<file path="config.mk">
export PLATFORM = sky130hd
export DESIGN_NAME = water_dispenser
export DESIGN_NICKNAME = d
export VERILOG_FILES = /design/src/rtl/water_dispenser.sv
export SDC_FILE = /design/constraint.sdc
export NUM_CORES = 1
export LEC_CHECK = 0
export BUFFER_PORTS_ARGS = -buffer_cell sky130_fd_sc_hd__buf_2
export CORE_MARGIN = 3
export CORE_UTILIZATION = 33
export DETAILED_ROUTE_END_ITERATION = 10
export PLACE_DENSITY = 0.55
export SLEW_MARGIN = 20
export SYNTH_ARGS = -nofsm -noshare
export SYNTH_HDL_FRONTEND = slang
export SYNTH_SLANG_ARGS = --single-unit
</file>
<file path="constraint.sdc">
create_clock -name clock -period 4 [get_ports clock]
set_input_delay 0.8 -clock clock [delete_from_list [all_inputs] [get_ports clock]]
set_output_delay 0.8 -clock clock [all_outputs]
set_load 0.01 [all_outputs]
</file>
<file path="src/rtl/water_dispenser.sv">
// water_dispenser
//   Digit-entry controller for a water dispenser. The user keys a volume in
//   millilitres one decimal digit at a time (slide switches + add button),
//   starts dispensing with ok, and clears or aborts with cancel. During
//   dispensing the registered amount counts down once every CYC cycles.
//
// Parameters
//   NS_PER_ML        dispensing time per millilitre, in ns
//   CLOCK_PERIOD_NS  clock period in ns
//
// Ports
//   clock               system clock, rising edge
//   reset               synchronous, active-high reset
//   switches[9:0]       digit selectors, lowest set index is the digit
//   button_add          active-low, append the selected digit
//   button_ok           active-low, start dispensing
//   button_cancel       active-low, clear entry / abort dispensing
//   total_amount_in_ml  entered volume (IDLE) or remaining volume (DISPENSING)
//   state_dbg           current FSM state (0 = IDLE, 1 = DISPENSING)
//
// Handshake: there is no valid/ready interface; each button press yields
// exactly one single-cycle event on the falling edge of the synchronized
// button level, acted on three clocks after the low level is first sampled.
module water_dispenser #(
  parameter int NS_PER_ML       = 1_000_000,
  parameter int CLOCK_PERIOD_NS = 20
) (
  input  logic        clock,
  input  logic        reset,
  input  logic [9:0]  switches,
  input  logic        button_add,
  input  logic        button_ok,
  input  logic        button_cancel,
  output logic [31:0] total_amount_in_ml,
  output logic        state_dbg
);

  localparam int CYC_RAW = (NS_PER_ML + CLOCK_PERIOD_NS - 1) / CLOCK_PERIOD_NS;
  localparam int CYC     = (CYC_RAW < 1) ? 1 : CYC_RAW;
  localparam int TW      = (CYC > 1) ? $clog2(CYC) : 1;
  localparam logic [TW-1:0] TICK_LAST = TW'(CYC - 1);

  typedef enum logic {
    IDLE       = 1'b0,
    DISPENSING = 1'b1
  } state_t;

  // Button vectors are ordered {cancel, ok, add}.
  logic [9:0] sw_s1, sw_s2;
  logic [2:0] btn_s1, btn_s2, btn_s3;
  logic [2:0] evt_q;

  state_t          state, state_n;
  logic [13:0]     amount, amount_n;
  logic [2:0]      count, count_n;
  logic [TW-1:0]   tick, tick_n;

  logic [3:0]      digit;
  logic            digit_valid;

  // Synchronizers preset to the idle levels so reset never creates an event.
  // The edge detector output is registered, giving the N+3 action latency.
  always_ff @(posedge clock) begin
    if (reset) begin
      sw_s1  <= '0;
      sw_s2  <= '0;
      btn_s1 <= 3'b111;
      btn_s2 <= 3'b111;
      btn_s3 <= 3'b111;
      evt_q  <= '0;
    end else begin
      sw_s1  <= switches;
      sw_s2  <= sw_s1;
      btn_s1 <= {button_cancel, button_ok, button_add};
      btn_s2 <= btn_s1;
      btn_s3 <= btn_s2;
      evt_q  <= btn_s3 & ~btn_s2;
    end
  end

  // Lowest set switch wins; scanning downward lets the lowest index land last.
  always_comb begin
    digit = '0;
    for (int i = 9; i >= 0; i--) begin
      if (sw_s2[i]) digit = 4'(i);
    end
  end

  assign digit_valid = |sw_s2;

  always_comb begin
    state_n  = state;
    amount_n = amount;
    count_n  = count;
    tick_n   = tick;
    case (state)
      IDLE: begin
        if (evt_q[2]) begin
          amount_n = '0;
          count_n  = '0;
        end else if (evt_q[1]) begin
          if (amount != '0) begin
            state_n = DISPENSING;
            tick_n  = '0;
          end
        end else if (evt_q[0] && digit_valid && (count < 3'd4)) begin
          amount_n = amount * 14'd10 + {10'd0, digit};
          count_n  = count + 3'd1;
        end
      end
      DISPENSING: begin
        if (evt_q[2]) begin
          state_n  = IDLE;
          amount_n = '0;
          count_n  = '0;
          tick_n   = '0;
        end else if (tick == TICK_LAST) begin
          tick_n   = '0;
          amount_n = amount - 14'd1;
          if (amount == 14'd1) begin
            state_n = IDLE;
            count_n = '0;
          end
        end else begin
          tick_n = tick + TW'(1);
        end
      end
      default: state_n = IDLE;
    endcase
  end

  always_ff @(posedge clock) begin
    if (reset) begin
      state  <= IDLE;
      amount <= '0;
      count  <= '0;
      tick   <= '0;
    end else begin
      state  <= state_n;
      amount <= amount_n;
      count  <= count_n;
      tick   <= tick_n;
    end
  end

  assign total_amount_in_ml = {18'd0, amount};
  assign state_dbg          = state;

endmodule

</file>
# == After elaboration in Yosys (flattened, before gate mapping) ==
# Index checks and enable logic that the tools add are counted.
# classes
add_sub_neg,4
mul,1
order_cmp,1
eq_ne,9
n_mux,36
bitwise_logic,3
n_reduce_logical,7
# ops
cell,count
2-to-1 mux 16 bit,5
2-to-1 mux 14 bit,5
2-to-1 mux 4 bit,10
one-hot mux 16 bit (2 select lines),1
one-hot mux 14 bit (2 select lines),1
2-to-1 mux 3 bit,6
adder 16 x 1 -> 16 bit (second input constant),1
equality test 16 bit (second input constant),1
adder 14 x 4 -> 14 bit,1
equality test 14 x 1 -> 1 bit (second input constant),1
multiplier 14 x 3 -> 13 bit (second input constant),1
nonzero test 14 bit,1
subtractor 14 x 1 -> 14 bit (second input constant),1
OR reduction 10 bit,1
2-to-1 mux 1 bit,6
inequality test 2 bit (second input constant),3
inequality test 3 x 2 -> 1 bit (second input constant),2
inequality test 3 bit (second input constant),2
one-hot mux 3 bit (2 select lines),1
AND reduction 3 bit,2
AND reduction 4 bit,1
adder 3 x 1 -> 3 bit (second input constant),1
AND 3 bit,1
< comparator 3 bit (second input constant),1
other kinds (4),5
# totals
reg_bits,66
out_inout_bits,33
word_cells,71

# == Logic depth before layout (Yosys ltp) ==
# Gate-level depths: netlist of the first run.
# depth
word_depth,15
mapped_depth,14
mapped_depth_nobuf,14

# == Worst setup path before layout of the first run ==
# Ideal clock, no wire load.
# synth_timing
path_kind,reg2reg
start,register amount[3]
end,register amount[12]
arrival_time_ps,3021
setup_slack_ps,910
path_stages_with_launch,11
path_buffers,0
synth_period_minus_slack_ps,3090
path_cell_list,dfxtp_1 > ha_1 > ha_1 > fa_1 > a211o_1 > a2111o_1 > o311ai_2 > nand3_4 > nor3_2 > mux2_2 > a21oi_1
# synth_between
elab_chain_len,6
word_cells_on_any_way,9
# synth_lines
element,line,rtl
from (decl),54,"logic [13:0] amount, amount_n;"
from (signal assigned),140,amount <= amount_n;
multiplier 14 x 3 -> 13 bit,107,"amount_n = amount * 14'd10 + {10'd0, digit};"
adder 14 x 4 -> 14 bit,107,
2-to-1 mux 14 bit,106,end else if (evt_q[0] && digit_valid && (count < 3'd4)) begin
2-to-1 mux 14 bit,101,end else if (evt_q[1]) begin
2-to-1 mux 14 bit,98,if (evt_q[2]) begin
one-hot mux 14 bit (2 select lines) *,96,case (state)
# Mark *: on every way between the ends. The rest lies on a longest branch, timed or not. The select of a mux whose other input is x is not followed.
# A chain may end at the register's enable or synchronous reset.

# == Worst setup path after layout of the first run ==
# Ends and elaborated chain as after synthesis.

==> metrics.md, run 1 <==
| Metric | Value |
|---|---|
| # setup viols final | 0 |
| WS Path Type | reg2reg |
| Crit-path max FO | 8 |
| Final hold vios | 0 |
| Antenna-violating nets left | 0 |
| Area of the multi-input gates | about 2400 µm² |
| Worst hold path cell count | 1 |
| Mapped cell area | a little under 4000 µm² |
| Endpoint class of the critical path | flop |
| Overall routing resource usage | around an eighth |
| Post-synthesis sequential area ratio | roughly a third |
| Initial DRC count | around 210 |
| Reg clk slew, reported paths | 70 ps |
| Final period util | 80.9% |
| Final hold slack | 407 ps |
| Startpoint types | flop |
| Crit path time final | between 3000 and 4000 ps |
| DIE AREA | 13,200 µm² |
| Reg2reg path depth | 10 |
| Slowest-stage cell, CP | dfxtp_1 |
| First-pass GRT wire length | 13.6 mm |
| Yosys warns | 0 |
| Num CTS Buffers | 9 |
| H-tree depth | 3 |
| Measured slew at the worst slew-check pin | 886 ps |
| CP dominant cell by count | ha_1 |
| Post-synth ARST share | 0% |
| Max-slew headroom | between 40% and 50% |
| Most used flip-flop cell after synthesis | dfxtp_1 |
| Synth area leader | dfxtp_1 |
| Num rows | 39 |
| Port bufs | 29 |
| Most common cell after layout, fill and taps aside | dfxtp_1 |
| Max Slew Vio Count | 0 |
| Share of the synthesized area in the top cell type | approximately 34% |
| Fillers | about 1,200 |
| Cells after synthesis | about 450 |
| Avg Inst Size Synth | 8.71 µm² |
| Synth top area cells | dfxtp_1 (34%), ha_1 (8.3%), nor2_1 (5.6%) |
| Worst-skew pair later-pin latency | about 330 ps |
| Cell chain of the critical path | ha_1 > ha_1 > fa_1 > a211o_1 > a2111o_1 > o311ai_2 > nand3_4 > nor3_2 > mux2_2 > a21oi_1 |
| Post-CTS sizing | 0 |
| Detailed placement HPWL | between 5 and 6 mm |
| Final nets | between 500 and 600 |
| DIE HEIGHT | approximately 110 µm |
| Clock Skews | about 12 ps |
| Synth-to-layout area growth | 13.3% |
| # hold bufs at CTS | 0 |
| Pwr per Cell Area | approximately 380 nW/µm² |
| Fmax | 0.309 GHz |
| Postcts setup bufs | 0 |
| ANT cells | 0 |
| Most frequent cells in the layout | dfxtp_1 (66), nor2_1 (58), a21oi_1 (30) |
| Number of global-route vias before repair | between 2,000 and 3,000 |
| WL final | roughly 8.0 mm |
| Ratio of cells with drive above 1 in the final layout | approximately 16% |
| Initial antenna violation count | 0 |
| Yosys reg bits | 66 |
| # DRC | 0 |
| Worst min-delay path class | reg2reg |
| Remaining Overflow, GRT | 0 |
| Vias per inst | around 5.0 |
| Core area | around 11,000 µm² |
| Status | completed |
| Distinct cell type count after synthesis | 68 |
| Max VDD drop | 240 µV |
| Drt wl/cell | between 10 and 15 µm |
| Drt first pass iters | 7 |
| Storage cell area | roughly 1300 µm² |
| Static leakage | a little under 2 nW |
| Final TNS setup | 0 ps |
| CTS tree | yes |
| EDFF count, synth | 0 |
| RSZ-0062 raised after global routing | no |
| DR vias | slightly above 3,000 |
| Crit path arrival time | 3500 ps |
| Max incr delay on CP | about 520 ps |
| Initial Util | approximately a third |
| CTS Sinks | 66 |
| Largest net degree at the start of global routing | 47 |
| DIE WIDTH | approximately 110 µm |
| IO Pins | 48 |
| Max cap viols | 0 |
| Worst Path Required | roughly 4300 ps |
| GP Congestion | roughly 0.85 |
| Worst-case clock buffer depth | 2 |
| Clock root cell | clkbuf_16 |
state kept, by name (all words and copies together), names as in the netlist:
register / count
btn_s2: 3
amount: 14
sw_s2: 10
count: 3
state_dbg: 1
sw_s1: 10
btn_s3: 3
btn_s1: 3
tick: 16
evt_q: 3
critical path, delay by kind of cell, from the launching register on:
| family | cells | cell delay (ps) |
|---|---|---|
| compound gates | 4 | 1010 |
| fa+ha+maj | 3 | 940 |
| flops | 1 | 520 |
| mux | 1 | 350 |
| simple gates | 2 | 350 |
per-layer routing:
layer | wire (µm) | global-route usage (%) | vias up
li1 | - | - | 1604
met1 | 4060 | 17.7 | 1402
met2 | 3460 | 19.7 | 90
met3 | 426 | 3.16 | 6
met4 | 84 | 3.76 | 0
met5 | 0 | 0 | -
logic make-up (layout without fill, tap and decap cells):
logic type	Yosys count	count (layout)	share of synthesized area, %
simple gates	187	187	27.3
compound gates	89	89	15.5
fa+ha+maj	28	28	9.36
mux	4	4	1.06
buf+inv	44	61	6.28
other cells	1	18	0.0961
xor+xnor	29	29	6.51
flops	66	66	33.9
stage by stage:
stage,instances,setup slack [ps],cell area (µm²),power [mW],utilization [%]
after floorplan,465,910,3970,0.870,-
after global placement,609,835,4110,0.901,35.9
after detailed placement,609,757,4110,0.903,35.9
after CTS,625,736,4420,1.71,38.5
after global routing,625,578,4420,1.77,38.5
final,625,764,4420,1.69,38.5
report_power, final:
part	total (mW)	switching (mW)	internal [mW]	leakage [nW]
clock network	0.802	0.311	0.492	0.145
logic	0.194	0.119	0.0749	1.25
registers	0.695	0.0177	0.678	0.539
total	1.69	0.447	1.24	1.93
cell type report:
| class | instances | area share, % |
|---|---|---|
| Multi-Input combinational cell | 355 | 54.3 |
| Sequential cell | 66 | 29.9 |
| Clock buffer | 9 | 5.09 |
| Tap cell | 143 | 4.05 |
| Timing Repair Buffer | 31 | 3.62 |
| Clock inverter | 7 | 1.87 |
| Inverter | 14 | 1.19 |
synth_stat cells, types with 4 or more instances:
master,instances
ha_1,26
a21oi_1,30
nor4_1,4
buf_4,18
nand2_1,19
or2_2,12
a22oi_1,4
dfxtp_1,66
and3_1,4
nor2_1,58
xor2_1,16
a31oi_1,4
clkbuf_1,7
nand3_1,16
nor3_1,11
xnor2_1,13
nor2b_1,24
nand4_1,8
o21ai_0,20
inv_1,14
and2_1,4
a21o_1,4
a211oi_1,4
final timing paths:
check                                   to  slack, ps       from
worst max-delay path            amount[12]        760  amount[3]
worst min-delay path             btn_s2[0]        410  btn_s1[0]
worst max register to register  amount[12]        760  amount[3]
worst min register to register   btn_s2[0]        410  btn_s1[0]
(Power assumes the default switching activity.)
==> run 2, diff against run 1 <==
==> constraint.sdc (replaced) <==
create_clock -name clock -period 3.3 [get_ports clock]
set_input_delay 0.66 -clock clock [delete_from_list [all_inputs] [get_ports clock]]
set_output_delay 0.66 -clock clock [all_outputs]
set_load 0.01 [all_outputs]
==> metrics.md, run 2 (synthesis gave the netlist of run 1 again) <==
| Metric | Value |
|---|---|
| Worst-case clock buffer depth | 2 (unchanged) |
| Cell chain of the critical path | ha_1 > ha_1 > fa_1 > a211o_1 > a2111o_1 > o311ai_2 > nand3_4 > nor3_2 > mux2_2 > a21oi_1 |
| ANT cells | 0 (unchanged) |
| Drt wl/cell | 12.8 µm (-0.13%) |
| Final nets | 530 (+1.9%) |
| # setup viols final | 0 (unchanged) |
| Final hold vios | 0 (unchanged) |
| Worst-skew pair later-pin latency | 320 ps (about the same) |
| Largest Register | tick |
| DIE WIDTH | 115 µm (unchanged) |
| Drt first pass iters | 4 (-3) |
| Crit-path max FO | 5 (-3) |
| Initial Util | 34.0% (unchanged) |
| DIE HEIGHT | 115 µm (unchanged) |
| Synth-to-layout area growth | 14.5% |
| Pwr per Cell Area | 440 nW/µm² (+15%) |
| CTS Sinks | 66 (unchanged) |
| Num rows | 39 (unchanged) |
| Max incr delay on CP | 410 ps (-110 ps) |
| Clock Skews | 9.23 ps (-2.68 ps) |
| GP Congestion | 0.823 (-3.5%) |
| Endpoint class of the critical path | flop |
| CP dominant cell by count | ha_1 |
| Antenna-violating nets left | 0 (unchanged) |
| Fmax | 0.331 GHz (+7.0%) |
| Area of the multi-input gates | 2400 µm² (unchanged) |
| DIE AREA | 13,200 µm² (unchanged) |
| Biggest regs | tick: 16 flops, amount: 14 flops |
| Post-CTS sizing | 0 (unchanged) |
| Largest net degree at the start of global routing | 48 (+2.1%) |
| Worst min-delay path class | reg2reg |
| IO Pins | 48 (unchanged) |
| Max-slew headroom | 36.9% (-3.9 points) |
| Number of global-route vias before repair | 2,965 (+2.9%) |
| Crit path max-delay family | compound AO/OA/AOI/OAI gates |
| Initial antenna violation count | 0 (unchanged) |
| Clock root cell | clkbuf_16 |
| Initial DRC count | 221 (+4.2%) |
| Reg clk slew, reported paths | 60 ps (about the same) |
| Num CTS Buffers | 9 (unchanged) |
| Max Slew Vio Count | 0 (unchanged) |
| # DRC | 0 (unchanged) |
| Final period util | 91.6% (+11 points) |
| Most frequent cells in the layout | dfxtp_1 (66), nor2_1 (58), a21oi_1 (30) |
| Fillers | 1,186 (+0.25%) |
| Core area | 11,500 µm² (unchanged) |
| Final hold slack | 408 ps (+0.982 ps) |
| DR vias | 3,132 (+0.97%) |
| Max cap viols | 0 (unchanged) |
| Detailed placement HPWL | 6.02 mm (+2.2%) |
| Static leakage | 1.97 nW (+2.1%) |
| Overall routing resource usage | 12.9% (+0.14 points) |
| Postcts setup bufs | 0 (unchanged) |
| Worst Path Required | 3560 ps (-700 ps) |
| Vias per inst | 4.93 (-0.62%) |
| WS Path Type | reg2reg |
| Most common cell after layout, fill and taps aside | dfxtp_1 |
| Startpoint types | flop |
| H-tree depth | 3 (unchanged) |
| Crit path time final | 3020 ps (-212 ps) |
| CP bufs+invs | 0 (unchanged) |
| Slowest-stage cell, CP | fa_1 |
| Largest register FFs | 16 (unchanged) |
| Crit path arrival time | 3280 ps (-220 ps) |
| # hold bufs at CTS | 0 (unchanged) |
| Port bufs | 29 (unchanged) |
| Measured slew at the worst slew-check pin | 941 ps (+54.9 ps) |
| RSZ-0062 raised after global routing | no |
| Storage cell area | 1320 µm² (unchanged) |
| First-pass GRT wire length | 14.0 mm (+2.4%) |
| Status | completed |
| Max VDD drop | 305 µV (+27%) |
| CTS tree | yes |
| Ratio of cells with drive above 1 in the final layout | 17.7% (+1.7 points) |
| Final TNS setup | 0 ps (unchanged) |
| WL final | 8.15 mm (+1.5%) |
| Remaining Overflow, GRT | 0 (unchanged) |
## run 2: changes by cell type in the layout (fill, tap and decap cells not counted), sizes merged
cell,change
buf,+10
bufinv,-1
clkinv,+2
inv,-1
## run 2: cell type report
cell class	instances	share of cell area, %
flip-flops and latches	66	29.6
inverters	14	1.18
clock buffers	9	5.04
repair buffers	41	5.27
multi-input cells	355	53.7
well taps	143	4.01
clock inverters	7	1.20
## run 2: worst reg2reg max path, delay by kind of cell, from the launching register on
| family | cells | cell delay, ps |
|---|---|---|
| simple gates | 2 | 350 |
| compound gates | 4 | 1000 |
| mux | 1 | 350 |
| fa+ha+maj | 3 | 940 |
| flops | 1 | 320 |
## run 2: through the flow
| stage | std cells | setup slack (ps) | power, mW | util, % | area [µm²] |
|---|---|---|---|---|---|
| after floorplan | 465 | 210 | 1.05 | - | 3970 |
| after global placement | 619 | 318 | 1.10 | 36.5 | 4190 |
| after detailed placement | 619 | 261 | 1.10 | 36.5 | 4190 |
| after CTS | 635 | 248 | 1.99 | 39.0 | 4470 |
| after global routing | 635 | 134 | 2.07 | 39.0 | 4470 |
| final | 635 | 276 | 1.97 | 39.0 | 4470 |
## run 2: final timing paths
check	slack [ps]	from	endpoint	cells after the start
worst max register to register	280	amount[1]	amount[12]	10
worst min register to register	410	btn_s3[1]	evt_q[1]	2
worst max-delay path	280	amount[1]	amount[12]	10
worst min-delay path	410	btn_s3[1]	evt_q[1]	2
## run 2: report_power, final
group          switching, mW  internal (mW)
Sequential            0.0154          0.821
Combinational          0.150         0.0993
Clock                  0.367          0.514
## run 2: layer usage
metal	share of wire, %	global-route usage [%]	vias up
li1	-	-	1624
met1	50	18.2	1432
met2	45	19.8	67
met3	4.3	2.47	9
met4	0.94	4.30	0
met5	0	0	-
==> run 3, diff against run 2 <==
--- a/config.mk
+++ b/config.mk
@@ -10,6 +10,7 @@
 export CORE_UTILIZATION = 33
 export DETAILED_ROUTE_END_ITERATION = 10
 export PLACE_DENSITY = 0.55
+export RECOVER_POWER = 100
 export SLEW_MARGIN = 20
 export SYNTH_ARGS = -nofsm -noshare
 export SYNTH_HDL_FRONTEND = slang
==> metrics.md, run 3 (synthesis gave the netlist of run 1 again) <==
| Metric | Value |
|---|---|
| Initial antenna violation count | 0 (unchanged) |
| Metal2 WL | 3.62 mm (-1.3%) |
| DIE HEIGHT | 115 µm (unchanged) |
| Worst Path Required | 3560 ps (about the same) |
| Vias per inst | 4.95 (+0.32%) |
| HP Start | btn_s3[1] |
| First-pass GRT wire length | 14.0 mm (unchanged) |
| Max-slew headroom | 37.0% (+0.15 points) |
| Met1 Routed Length | 4.09 mm (+0.96%) |
| GP Congestion | 0.823 (unchanged) |
| Biggest regs | tick: 16 flops, amount: 14 flops |
| Area of the multi-input gates | 2340 µm² (-2.6%) |
| Top Metal Used | met4 |
| CTS tree | yes |
| Most common cell after layout, fill and taps aside | dfxtp_1 |
| Synth-to-layout area growth | 12.1% |
| Hold Path Sink | evt_q[1] |
| Final period util | 92.2% (+0.52 points) |
| Most frequent cells in the layout | dfxtp_1 (66), nor2_1 (59), a21oi_1 (30) |
| Max VDD drop | 302 µV (-0.88%) |
| Port bufs | 29 (unchanged) |
| Largest register FFs | 16 (unchanged) |
| Startpoint types | flop |
| Clock Skews | 5.77 ps (-3.46 ps) |
| Crit path arrival time | 3300 ps (+20 ps) |
| Max incr delay on CP | 410 ps (about the same) |
| DR vias | 3,142 (+0.32%) |
| Drt wl/cell | 12.9 µm (+0.70%) |
| Ratio of cells with drive above 1 in the final layout | 13.8% (-3.9 points) |
| # DRC | 0 (unchanged) |
| Fmax | 0.329 GHz (-0.56%) |
| Crit path max-delay family | compound AO/OA/AOI/OAI gates |
| CP dominant cell by count | ha_1 |
| DIE WIDTH | 115 µm (unchanged) |
| Measured slew at the worst slew-check pin | 939 ps (-2.21 ps) |
| Reg-to-Reg Start | amount[1] |
| Worst min-delay path class | reg2reg |
| Remaining Overflow, GRT | 0 (unchanged) |
| Overall routing resource usage | 12.9% (unchanged) |
| Clock root cell | clkbuf_16 |
| H-tree depth | 3 (unchanged) |
| CP bufs+invs | 0 (unchanged) |
| Antenna-violating nets left | 0 (unchanged) |
| Worst-skew pair later-pin latency | 320 ps (about the same) |
| # setup viols final | 0 (unchanged) |
| Status | completed |
| Num rows | 39 (unchanged) |
| Final nets | 530 (unchanged) |
| Final TNS setup | 0 ps (unchanged) |
| Worst hold path cell count | 2 (unchanged) |
| Worst-case clock buffer depth | 2 (unchanged) |
| Cell chain of the critical path | ha_1 > ha_1 > fa_1 > a211o_1 > a2111o_1 > o311ai_2 > nand3_4 > nor3_1 > mux2_2 > a21oi_1 |
| # hold bufs at CTS | 0 (unchanged) |
| RSZ-0062 raised after global routing | no |
| WL final | 8.21 mm (+0.70%) |
| Storage cell area | 1320 µm² (unchanged) |
| CP Depth | 10 (unchanged) |
| Post-CTS sizing | 0 (unchanged) |
| Num CTS Buffers | 9 (unchanged) |
| Pwr per Cell Area | 448 nW/µm² (+1.6%) |
| Slowest-stage cell, CP | fa_1 |
| Non-filler instance count after layout | 635 (unchanged) |
| Number of global-route vias before repair | 2,965 (unchanged) |
| FF-to-FF setup slack | 260 ps (-20 ps) |
| Reg2reg path depth | 10 (unchanged) |
| Fillers | 1,205 (+1.6%) |
| Final hold vios | 0 (unchanged) |
| DIE AREA | 13,200 µm² (unchanged) |
| Reg clk slew, reported paths | 60 ps (about the same) |
| Placed insts | 619 (unchanged) |
| Max cap viols | 0 (unchanged) |
| Reg2reg end | amount[12] |
| Crit-path max FO | 5 (unchanged) |
| Largest net degree at the start of global routing | 48 (unchanged) |
| Initial Util | 34.0% (unchanged) |
| Max Slew Vio Count | 0 (unchanged) |
| Largest Register | tick |
| Detailed placement HPWL | 6.02 mm (unchanged) |
| Endpoint class of the critical path | flop |
| CTS Sinks | 66 (unchanged) |
| Static leakage | 1.89 nW (-4.0%) |
| IO Pins | 48 (unchanged) |
| Initial DRC count | 184 (-17%) |
| Postcts setup bufs | 0 (unchanged) |
| Crit path time final | 3040 ps (+17.1 ps) |
| Drt first pass iters | 4 (unchanged) |
| WS Path Type | reg2reg |
| ANT cells | 0 (unchanged) |
| Core area | 11,500 µm² (unchanged) |
| WL met3 | 377 µm (+8.3%) |
-- run 3: how the worst max path moves through the flow --
stage,from,endpoint
5_1_grt,amount[1],tick[11]
3_3_place_gp,amount[1],amount[12]
4_1_cts,amount[1],amount[12]
6_report,amount[1],amount[12]
2_1_floorplan,amount[3],amount[12]
3_5_place_dp,amount[1],amount[12]
-- run 3: metrics by stage --
| step | hold slack, ps | worst slack, ps | power (mW) | utilization (%) | area, µm² |
|---|---|---|---|---|---|
| after floorplan | 389 | 210 | 1.05 | - | 3970 |
| after global placement | 392 | 318 | 1.10 | 36.5 | 4190 |
| after detailed placement | 396 | 261 | 1.10 | 36.5 | 4190 |
| after CTS | 410 | 248 | 1.99 | 39.0 | 4470 |
| after global routing | 420 | 71.0 | 2.05 | 38.1 | 4370 |
| final | 408 | 259 | 1.96 | 38.1 | 4370 |
-- run 3: layout make-up --
class | instances | area share [%]
inverter | 14 | 1.20
multi-input combinational | 355 | 53.5
sequential | 66 | 30.2
clock inverter | 7 | 1.23
timing repair buffer | 41 | 4.64
tap | 143 | 4.09
clock buffer | 9 | 5.15
-- run 3: worst register-to-register path, delay by kind of cell (launching register included) --
family	cells	cell delay [ps]
AOI/OAI and AO/OA	4	1000
adders and majority gates	3	940
DFF	1	310
muxes	1	360
and+or+nand+nor	2	360
-- run 3: report_power, final --
group          switching [mW]  internal, mW
registers              0.0150         0.821
clock network           0.369         0.514
logic                   0.144        0.0935
-- run 3: routing by layer --
metal / global-route usage (%) / vias to the layer above
met5: 0 / -
met3: 2.47 / 9
li1: - / 1621
met4: 4.30 / 0
met1: 18.2 / 1428
met2: 19.8 / 84
